**src/rtl/spi_pkg.sv**
```systemverilog
// Shared types for the SPI master: FSM states and per-frame mode.
package spi_pkg;

  typedef enum logic [2:0] {
    IDLE,
    SETUP,
    SHIFT,
    HOLD,
    DONE
  } spi_state_e;

  typedef struct packed {
    logic cpol;
    logic cpha;
  } spi_mode_t;

  function automatic int cs_width(input int n);
    return (n > 1) ? $clog2(n) : 1;
  endfunction

endpackage

```
**src/rtl/spi_clk_gen.sv**
```systemverilog
// SCLK half-period counter with tick and leading/trailing edge strobes.
module spi_clk_gen #(
  parameter int CLK_DIV = 2
) (
  input  logic clk,
  input  logic rst,
  input  logic en,
  input  logic shift,
  output logic tick,
  output logic leading_edge,
  output logic trailing_edge
);

  localparam int CW = (CLK_DIV > 1) ? $clog2(CLK_DIV) : 1;
  localparam logic [CW-1:0] LAST = CW'(CLK_DIV - 1);

  logic [CW-1:0] cnt_q, cnt_d;
  logic          phase_q, phase_d;

  assign tick          = en && (cnt_q == LAST);
  assign leading_edge  = tick && shift && !phase_q;
  assign trailing_edge = tick && shift && phase_q;

  // Disabled outside a frame, so the count restarts at zero on SETUP entry.
  always_comb begin
    cnt_d   = '0;
    phase_d = 1'b0;
    if (en) begin
      cnt_d   = tick ? '0 : cnt_q + 1'b1;
      phase_d = (tick && shift) ? ~phase_q : phase_q;
    end
  end

  always_ff @(posedge clk) begin
    if (rst) begin
      cnt_q   <= '0;
      phase_q <= 1'b0;
    end else begin
      cnt_q   <= cnt_d;
      phase_q <= phase_d;
    end
  end

endmodule

```
**src/rtl/spi_master.sv**
```systemverilog
// SPI master, one DATA_W frame per request, CPOL/CPHA per frame.
// Define SPI_MASTER_LSB_FIRST_EN to add the lsb_first input.
module spi_master
  import spi_pkg::*;
#(
  parameter  int DATA_W  = 8,
  parameter  int NUM_CS  = 1,
  parameter  int CLK_DIV = 2,
  localparam int CS_W    = cs_width(NUM_CS)
) (
  input  logic              clk,
  input  logic              rst,
  input  logic              tx_valid,
  output logic              tx_ready,
  input  logic [DATA_W-1:0] tx_data,
  input  logic [CS_W-1:0]   cs_sel,
  input  logic              cpol,
  input  logic              cpha,
  output logic [DATA_W-1:0] rx_data,
  output logic              rx_valid,
  output logic              busy,
  output logic              sclk,
  output logic              mosi,
  input  logic              miso,
  output logic [NUM_CS-1:0] cs_n
`ifdef SPI_MASTER_LSB_FIRST_EN
  ,
  input  logic              lsb_first
`endif
);

  localparam int BW = $clog2(DATA_W);
  localparam logic [BW-1:0] LAST_BIT = BW'(DATA_W - 1);

  spi_state_e        state_q, state_d;
  spi_mode_t         mode_q, mode_d;
  logic [DATA_W-1:0] tx_sh_q, tx_sh_d;
  logic [DATA_W-1:0] rx_sh_q, rx_sh_d;
  logic [DATA_W-1:0] rx_data_q, rx_data_d;
  logic              rx_valid_q, rx_valid_d;
  logic              sclk_q, sclk_d;
  logic              mosi_q, mosi_d;
  logic [NUM_CS-1:0] cs_n_q, cs_n_d;
  logic [BW-1:0]     bit_q, bit_d;
  logic              lsb_in, lsb_cur;
  logic              tick, lead, trail;
  logic              drive_ev, sample_ev;

`ifdef SPI_MASTER_LSB_FIRST_EN
  logic lsb_q, lsb_d;
  assign lsb_in  = lsb_first;
  assign lsb_cur = lsb_q;
`else
  assign lsb_in  = 1'b0;
  assign lsb_cur = 1'b0;
`endif

  function automatic logic first_bit(
    input logic [DATA_W-1:0] d, input logic lsb);
    return lsb ? d[0] : d[DATA_W-1];
  endfunction

  function automatic logic [DATA_W-1:0] next_sh(
    input logic [DATA_W-1:0] d, input logic lsb);
    return lsb ? (d >> 1) : (d << 1);
  endfunction

  function automatic logic [NUM_CS-1:0] cs_dec(
    input logic [CS_W-1:0] s);
    logic [NUM_CS-1:0] m;
    m = '1;
    for (int i = 0; i < NUM_CS; i++)
      if (CS_W'(i) == s) m[i] = 1'b0;
    return m;
  endfunction

  spi_clk_gen #(.CLK_DIV(CLK_DIV)) u_clk_gen (
    .clk          (clk),
    .rst          (rst),
    .en           (state_q inside {SETUP, SHIFT, HOLD}),
    .shift        (state_q == SHIFT),
    .tick         (tick),
    .leading_edge (lead),
    .trailing_edge(trail)
  );

  // cpha=0 pre-drives bit 0 at accept, so the last trailing edge drives nothing.
  assign drive_ev  = mode_q.cpha ? lead : (trail && bit_q != LAST_BIT);
  assign sample_ev = mode_q.cpha ? trail : lead;

  always_comb begin
    state_d    = state_q;
    mode_d     = mode_q;
    tx_sh_d    = tx_sh_q;
    rx_sh_d    = rx_sh_q;
    rx_data_d  = rx_data_q;
    rx_valid_d = 1'b0;
    sclk_d     = sclk_q;
    mosi_d     = mosi_q;
    cs_n_d     = cs_n_q;
    bit_d      = bit_q;
`ifdef SPI_MASTER_LSB_FIRST_EN
    lsb_d      = lsb_q;
`endif
    unique case (state_q)
      IDLE: begin
        if (tx_valid) begin
          state_d     = SETUP;
          mode_d.cpol = cpol;
          mode_d.cpha = cpha;
          sclk_d      = cpol;
          cs_n_d      = cs_dec(cs_sel);
          bit_d       = '0;
          rx_sh_d     = '0;
          tx_sh_d     = tx_data;
`ifdef SPI_MASTER_LSB_FIRST_EN
          lsb_d       = lsb_first;
`endif
          if (!cpha) begin
            mosi_d  = first_bit(tx_data, lsb_in);
            tx_sh_d = next_sh(tx_data, lsb_in);
          end
        end
      end
      SETUP: begin
        if (tick) state_d = SHIFT;
      end
      SHIFT: begin
        if (tick) sclk_d = ~sclk_q;
        if (drive_ev) begin
          mosi_d  = first_bit(tx_sh_q, lsb_cur);
          tx_sh_d = next_sh(tx_sh_q, lsb_cur);
        end
        if (sample_ev)
          rx_sh_d = lsb_cur ? {miso, rx_sh_q[DATA_W-1:1]}
                            : {rx_sh_q[DATA_W-2:0], miso};
        if (trail) begin
          if (bit_q == LAST_BIT) state_d = HOLD;
          else bit_d = bit_q + 1'b1;
        end
      end
      HOLD: begin
        if (tick) begin
          state_d    = DONE;
          cs_n_d     = '1;
          rx_valid_d = 1'b1;
          rx_data_d  = rx_sh_q;
        end
      end
      DONE: state_d = IDLE;
      default: state_d = IDLE;
    endcase
  end

  always_ff @(posedge clk) begin
    if (rst) begin
      state_q    <= IDLE;
      mode_q     <= '0;
      tx_sh_q    <= '0;
      rx_sh_q    <= '0;
      rx_data_q  <= '0;
      rx_valid_q <= 1'b0;
      sclk_q     <= 1'b0;
      mosi_q     <= 1'b0;
      cs_n_q     <= '1;
      bit_q      <= '0;
`ifdef SPI_MASTER_LSB_FIRST_EN
      lsb_q      <= 1'b0;
`endif
    end else begin
      state_q    <= state_d;
      mode_q     <= mode_d;
      tx_sh_q    <= tx_sh_d;
      rx_sh_q    <= rx_sh_d;
      rx_data_q  <= rx_data_d;
      rx_valid_q <= rx_valid_d;
      sclk_q     <= sclk_d;
      mosi_q     <= mosi_d;
      cs_n_q     <= cs_n_d;
      bit_q      <= bit_d;
`ifdef SPI_MASTER_LSB_FIRST_EN
      lsb_q      <= lsb_d;
`endif
    end
  end

  assign tx_ready = (state_q == IDLE);
  assign busy     = ~tx_ready;
  assign rx_data  = rx_data_q;
  assign rx_valid = rx_valid_q;
  assign sclk     = sclk_q;
  assign mosi     = mosi_q;
  assign cs_n     = cs_n_q;

endmodule
```
**config.mk**
```make
export PLATFORM = sky130hd
export DESIGN_NAME = spi_master
export DESIGN_NICKNAME = d
export VERILOG_FILES = /design/src/rtl/spi_pkg.sv /design/src/rtl/spi_clk_gen.sv /design/src/rtl/spi_master.sv
export SDC_FILE = /design/constraint.sdc
export NUM_CORES = 1
export LEC_CHECK = 0
export ABC_AREA = 0
export ABC_CLOCK_PERIOD_IN_PS = 2100
export BUFFER_PORTS_ARGS = -buffer_cell sky130_fd_sc_hd__buf_2
export CORE_UTILIZATION = 50
export CTS_CLUSTER_SIZE = 8
export DETAILED_ROUTE_END_ITERATION = 16
export GPL_ROUTABILITY_DRIVEN = 1
export GPL_TIMING_DRIVEN = 0
export MAX_ROUTING_LAYER = met4
export PLACE_DENSITY = 0.75
export SETUP_SLACK_MARGIN = 0.3
export SLEW_MARGIN = 20
export SYNTH_ARGS = -nofsm -noshare
export SYNTH_HDL_FRONTEND = slang
export SYNTH_SLANG_ARGS = --single-unit
```
**constraint.sdc**
```tcl
create_clock -name clk -period 2.1 [get_ports clk]
set_input_delay 0.315 -clock clk [delete_from_list [all_inputs] [get_ports clk]]
set_output_delay 0.315 -clock clk [all_outputs]
set_load 0.05 [all_outputs]
```
# Word-level counts from Yosys, hierarchy flattened
# Cells that the tools add are included.
# word_totals
word_cells,87
ff_bits,37
out_inout_bits,14
# op_classes
reduce_logical,22
addsub,2
bitwise_logic,5
mux,31
eq_ne,15
# op_table
op,count
2-to-1 mux 8 bit,5
case mux 8 bit (2 select lines),2
2-to-1 mux 3 bit,8
inequality test 2 bit (second input constant),8
case mux 3 bit (4 select lines),1
AND reduction 3 bit,4
2-to-1 mux 1 bit,11
AND reduction 4 bit,2
== test 3 x 2 -> 1 bit (second input constant),2
case mux 1 bit (2 select lines),3
case mux 3 bit (2 select lines),1
logical AND 1 bit,5
NOT 1 bit,5
AND reduction 5 bit,1
inequality test 2 x 1 -> 1 bit (second input constant),2
AND reduction 2 bit,2
nonzero test 2 bit,2
OR reduction 2 bit,2
adder 3 x 1 -> 3 bit (second input constant),1
== test 3 x 1 -> 1 bit (second input constant),1
== test 3 bit (second input constant),1
logical NOT 3 bit,1
inequality test 3 bit (second input constant),1
nonzero test 3 bit,1
other kinds (3),3

# Longest topological paths before layout
# depth
depth_word,9
mapped_depth,6

# By module
# From an unflattened synthesis, not the netlist that was laid out.
# unflattened
cells_unflattened,201
area_unflattened_um2,1780.5
# modules_own_cells
module,cells_per_inst,seq_area_each_um2,area_per_inst_um2,instances
spi_master,189,700.7,1679.1,1
spi_clk_gen,12,40.0,101.3,1

# Worst setup path before layout
# OpenSTA, ideal clock, no wires.
# synth_timing
path_type,flip-flop to output port
startpoint,reg state_q[2]
endpoint,out busy
t_required_ps,1785
path_slack_ps,-370
stages_incl_launch_ff,7
arrival_ps,2155
path_cell_list,dfxtp_1 clkbuf_1 or2_1 buf_2 clkbuf_1 nor2_1 inv_1
# synth_between
elab_chain_len,2
# synth_lines
item,line_no,source
"start, declared",spi_master.sv:35,"spi_state_e state_q, state_d;"
"start signal, assigned",spi_master.sv:171,state_q <= state_d;
logical NOT 3 bit,spi_master.sv:187,assign tx_ready = (state_q == IDLE);
named net tx_ready,spi_master.sv:14,"output logic tx_ready,"
NOT 1 bit,spi_master.sv:188,assign busy = ~tx_ready;
"end, declared",spi_master.sv:21,"output logic busy,"
# The timed path passes the listed nets, and every way through them passes these cells.

# Worst setup path in the final report
# layout_timing
startpoint,reg bit_q[0]
endpoint,reg tx_sh_q[5]
# layout_between
elab_chain_len,5
# layout_lines
item,line_no,source
"start, declared",spi_master.sv:44,"logic [BW-1:0] bit_q, bit_d;"
"start signal, assigned",spi_master.sv:180,bit_q <= bit_d;
inequality test 3 bit,spi_master.sv:88,assign drive_ev = mode_q.cpha ? lead : (trail && bit_q != LAST_BIT);
logical AND 1 bit,spi_master.sv:88,
2-to-1 mux 1 bit,spi_master.sv:88,
inequality test 2 bit (no source line),n/a,
AND reduction 3 bit (no source line),n/a,
"end signal, assigned",spi_master.sv:173,tx_sh_q <= tx_sh_d;
"end, declared",spi_master.sv:37,"logic [DATA_W-1:0] tx_sh_q, tx_sh_d;"
# Every way passes these cells.
# A chain may end at the register's enable or synchronous reset.

==> flow_metrics.env <==
export IMPL_diodes=0
export IMPL_final_min_clock_period_ps=1920
export IMPL_pre_cts_slack_ps=-49.4
export IMPL_clkLatencyLatePin_ps=340
export IMPL_numCtsBuffers=5
export IMPL_grt_pass1_vias=1344
export IMPL_synth_cells=199
export IMPL_io_pins=29
export IMPL_antenna_found_initial=0
export IMPL_vdd_drop_max_mv=0.467
export IMPL_drt_iter0_drc=70
export IMPL_crit_chain="ha_4 > ha_4 > or3b_4 > a311oi_4 > buf_12 > mux2i_2 > nor2_1"
export IMPL_p_per_area_nw_per_um2=616
export IMPL_final_layout_size_suffix_gt1_share_pct=29.2
export IMPL_critPathKind="flop to flop"
export IMPL_groute_usage_overall_pct=22.9
export IMPL_drv_slew=0
export IMPL_synthArstFlopShare_pct=0
export IMPL_crit_top_cell="ha_4"
export IMPL_ys_warn_count=0
export IMPL_dpl_cell_area_um2=1980
export IMPL_critPathMaxFanout=8
export IMPL_ys_seq_elements=37
export IMPL_tns_ps=0
export IMPL_syn_to_final_growth_pct=24.4
export IMPL_start_kind="flop"
export IMPL_timing_fmax_mhz=520
export IMPL_die_y_um=61.3
export IMPL_core_region_area_um2=3360
export IMPL_ant_nets=0
export IMPL_outcome="complete, no violations"
export IMPL_synth_cell_types=37
export IMPL_avgRoutedWirePerCell_um=13.0
export IMPL_final_common_cell="dfxtp_1"
export IMPL_slowest_delay_ps=380
export IMPL_worstMarginPinSlew_ps=509
export IMPL_rows=21
export IMPL_clk_pin_slew_ps=120
export IMPL_required_ps=2320
export IMPL_hold_start="miso"
export IMPL_total_power_w=0.00135
export IMPL_synth_area_um2=1760
export IMPL_cts_tree="built"
export IMPL_final_cell_mix="dfxtp_1, buf_2, a21oi_1"
export IMPL_yosys_most_used_dff="dfxtp_1"
export IMPL_initial_core_util_pct=52.3
export IMPL_worstReg2RegStart="bit_q[0]$_SDFFE_PP0P_"
export IMPL_syn_avg_cell_area_um2=8.83
export IMPL_hpwl_um=2530
export IMPL_vias=1548
export IMPL_cts_root_buf="clkbuf_4"
export IMPL_grt_pass1_wl_um=6040
export IMPL_cp_top_family="simple AND/OR/NAND/NOR gates"
export IMPL_clock_sinks=37
export IMPL_drv_cap=0
export IMPL_clock_path_buffers=2
export IMPL_p_leak_nw=0.859
export IMPL_n_fill_cell=306
export IMPL_viasPerCell=5.41
export IMPL_hold_viol=0
export IMPL_holdBufCountCts=0
export IMPL_worstPathArrival_ps=2150
export IMPL_slowest_stage="or3b_4"
export IMPL_ctsHtreeMaxLevel=2
export IMPL_io_buffers=26
export IMPL_hold_class="primary input to flop"
export IMPL_wl_um=3730
export IMPL_grt_remaining_overflow=0
export IMPL_synth_edf_count=0
export IMPL_setup_ws_ps=176
export IMPL_fp_dieArea_um2=3760
export IMPL_critPathBufInv=1
export IMPL_cp_end_kind="flop"
export IMPL_chipWidth_um=61.3
export IMPL_firstDrtPassIters=4
export IMPL_grt_setup_unrepaired="yes"
export IMPL_fin_worst_skew_ps=10.7
export IMPL_synth_nets=216
export IMPL_critPathLaunch="bit_q[0]$_SDFFE_PP0P_"
export IMPL_fin_crit_sh_pct=91.6
export IMPL_setup_viol_count_final=0
export IMPL_remaining_drc_errors=0
export IMPL_nets=256
export IMPL_yosysSeqAreaShare_pct=42.1
export IMPL_gp_congestion=0.811
export IMPL_grt_max_degree=13
export IMPL_design_area_um2=2190
export IMPL_relSlewSlack_pct=66.1
==> logic make-up after synthesis <==
kind of cell             Yosys count  synth area share [%]
AO/OA/AOI/OAI                     43                  15.4
XOR/XNOR                           1                 0.498
adder cells (fa/ha/maj)            2                  1.42
buffers and inverters             17                  3.84
flip-flops                        37                  42.1
multiplexers                      25                  15.3
AND/OR/NAND/NOR                   74                  21.4
==> timing repair <==
item | 4_1_cts | 5_1_grt
gates cloned | 0 | 0
pin swaps | 7 | 2
endpoints found under the setup margin | 27 | 22
buffers inserted | 7 | 0
gates resized for setup | 16 | 10
==> report_power, final <==
part | total, W | switching (W) | leakage, nW | internal, W
sequential | 0.000732 | 0.0000118 | 0.302 | 0.000721
combinational | 0.000254 | 0.000144 | 0.527 | 0.000111
clock | 0.000361 | 0.000235 | 0.0310 | 0.000126
total | 0.00135 | 0.000391 | 0.859 | 0.000957
==> worst register-to-register path, delay by kind of cell, from the launching register on <==
kind / cells / cell delay, ps
compound gates: 1 / 310
simple gates: 2 / 430
fa+ha+maj: 2 / 310
mux: 1 / 220
flops: 1 / 350
buf+inv: 1 / 180
==> per-layer routing <==
layer	share of wire, %	GRT usage, %	vias to the layer above	wire [µm]
met2	47	36.0	30	1750
met4	0.94	7.47	0	35
met3	5.0	5.25	5	186
met1	47	28.8	721	1750
met5	0	-	-	0
li1	-	-	792	-
==> metrics by stage <==
step                      hold slack [ps]  util, %  instances
after global placement                440     58.9        271
after global routing                  260     65.0        286
after CTS                             240     64.3        286
after detailed placement              448     58.9        271
after floorplan                       432        -        199
final                                 256     65.0        286
==> Yosys cell counts (3+ instances only) <==
cell      instances  area [µm²]
nor3_1            6        30.0
nand3_1           3        15.0
a21oi_1          22         110
nand4b_1          8        70.1
nand2b_1          3        18.8
clkbuf_1         11        41.3
buf_2             3        15.0
o21ai_1          10        50.1
nor2_1           22        82.6
nand2_1          21        78.8
dfxtp_1          37         741
mux2_1            7        78.8
mux2_2            8        90.1
mux2i_1          10         100
==> state kept, by name, indices dropped and copies added, names as in the netlist <==
| register | count |
|---|---|
| state_q | 3 |
| cs_n | 1 |
| bit_q | 3 |
| rx_valid | 1 |
| rx_sh_q | 8 |
| u_clk_gen.phase_q | 1 |
| mode_q | 1 |
| mosi | 1 |
| u_clk_gen.cnt_q | 1 |
| rx_data | 8 |
| tx_sh_q | 8 |
| sclk | 1 |
==> layout make-up <==
| cell class | count | area (µm²) | area share, % |
|---|---|---|---|
| Multi-Input combinational cell | 145 | 1010 | 46.1 |
| Sequential cell | 37 | 744 | 34.0 |
| Timing Repair Buffer | 33 | 211 | 9.67 |
| Buffer | 15 | 103 | 4.69 |
| Tap cell | 46 | 57.6 | 2.63 |
| Clock buffer | 5 | 37.5 | 1.72 |
| Clock inverter | 3 | 17.5 | 0.801 |
| Inverter | 2 | 7.51 | 0.343 |
==> worst paths after layout <==
kind | cells after the start | slack [ps] | end
max reg2reg | 7 | 180 | tx_sh_q[5]$_SDFFE_PP0P_
min | 3 | 260 | rx_sh_q[0]$_SDFFE_PP0P_
min reg2reg | 2 | 450 | rx_data[7]$_SDFFE_PP0P_
max | 7 | 180 | tx_sh_q[5]$_SDFFE_PP0P_
(Power assumes the default switching activity.)
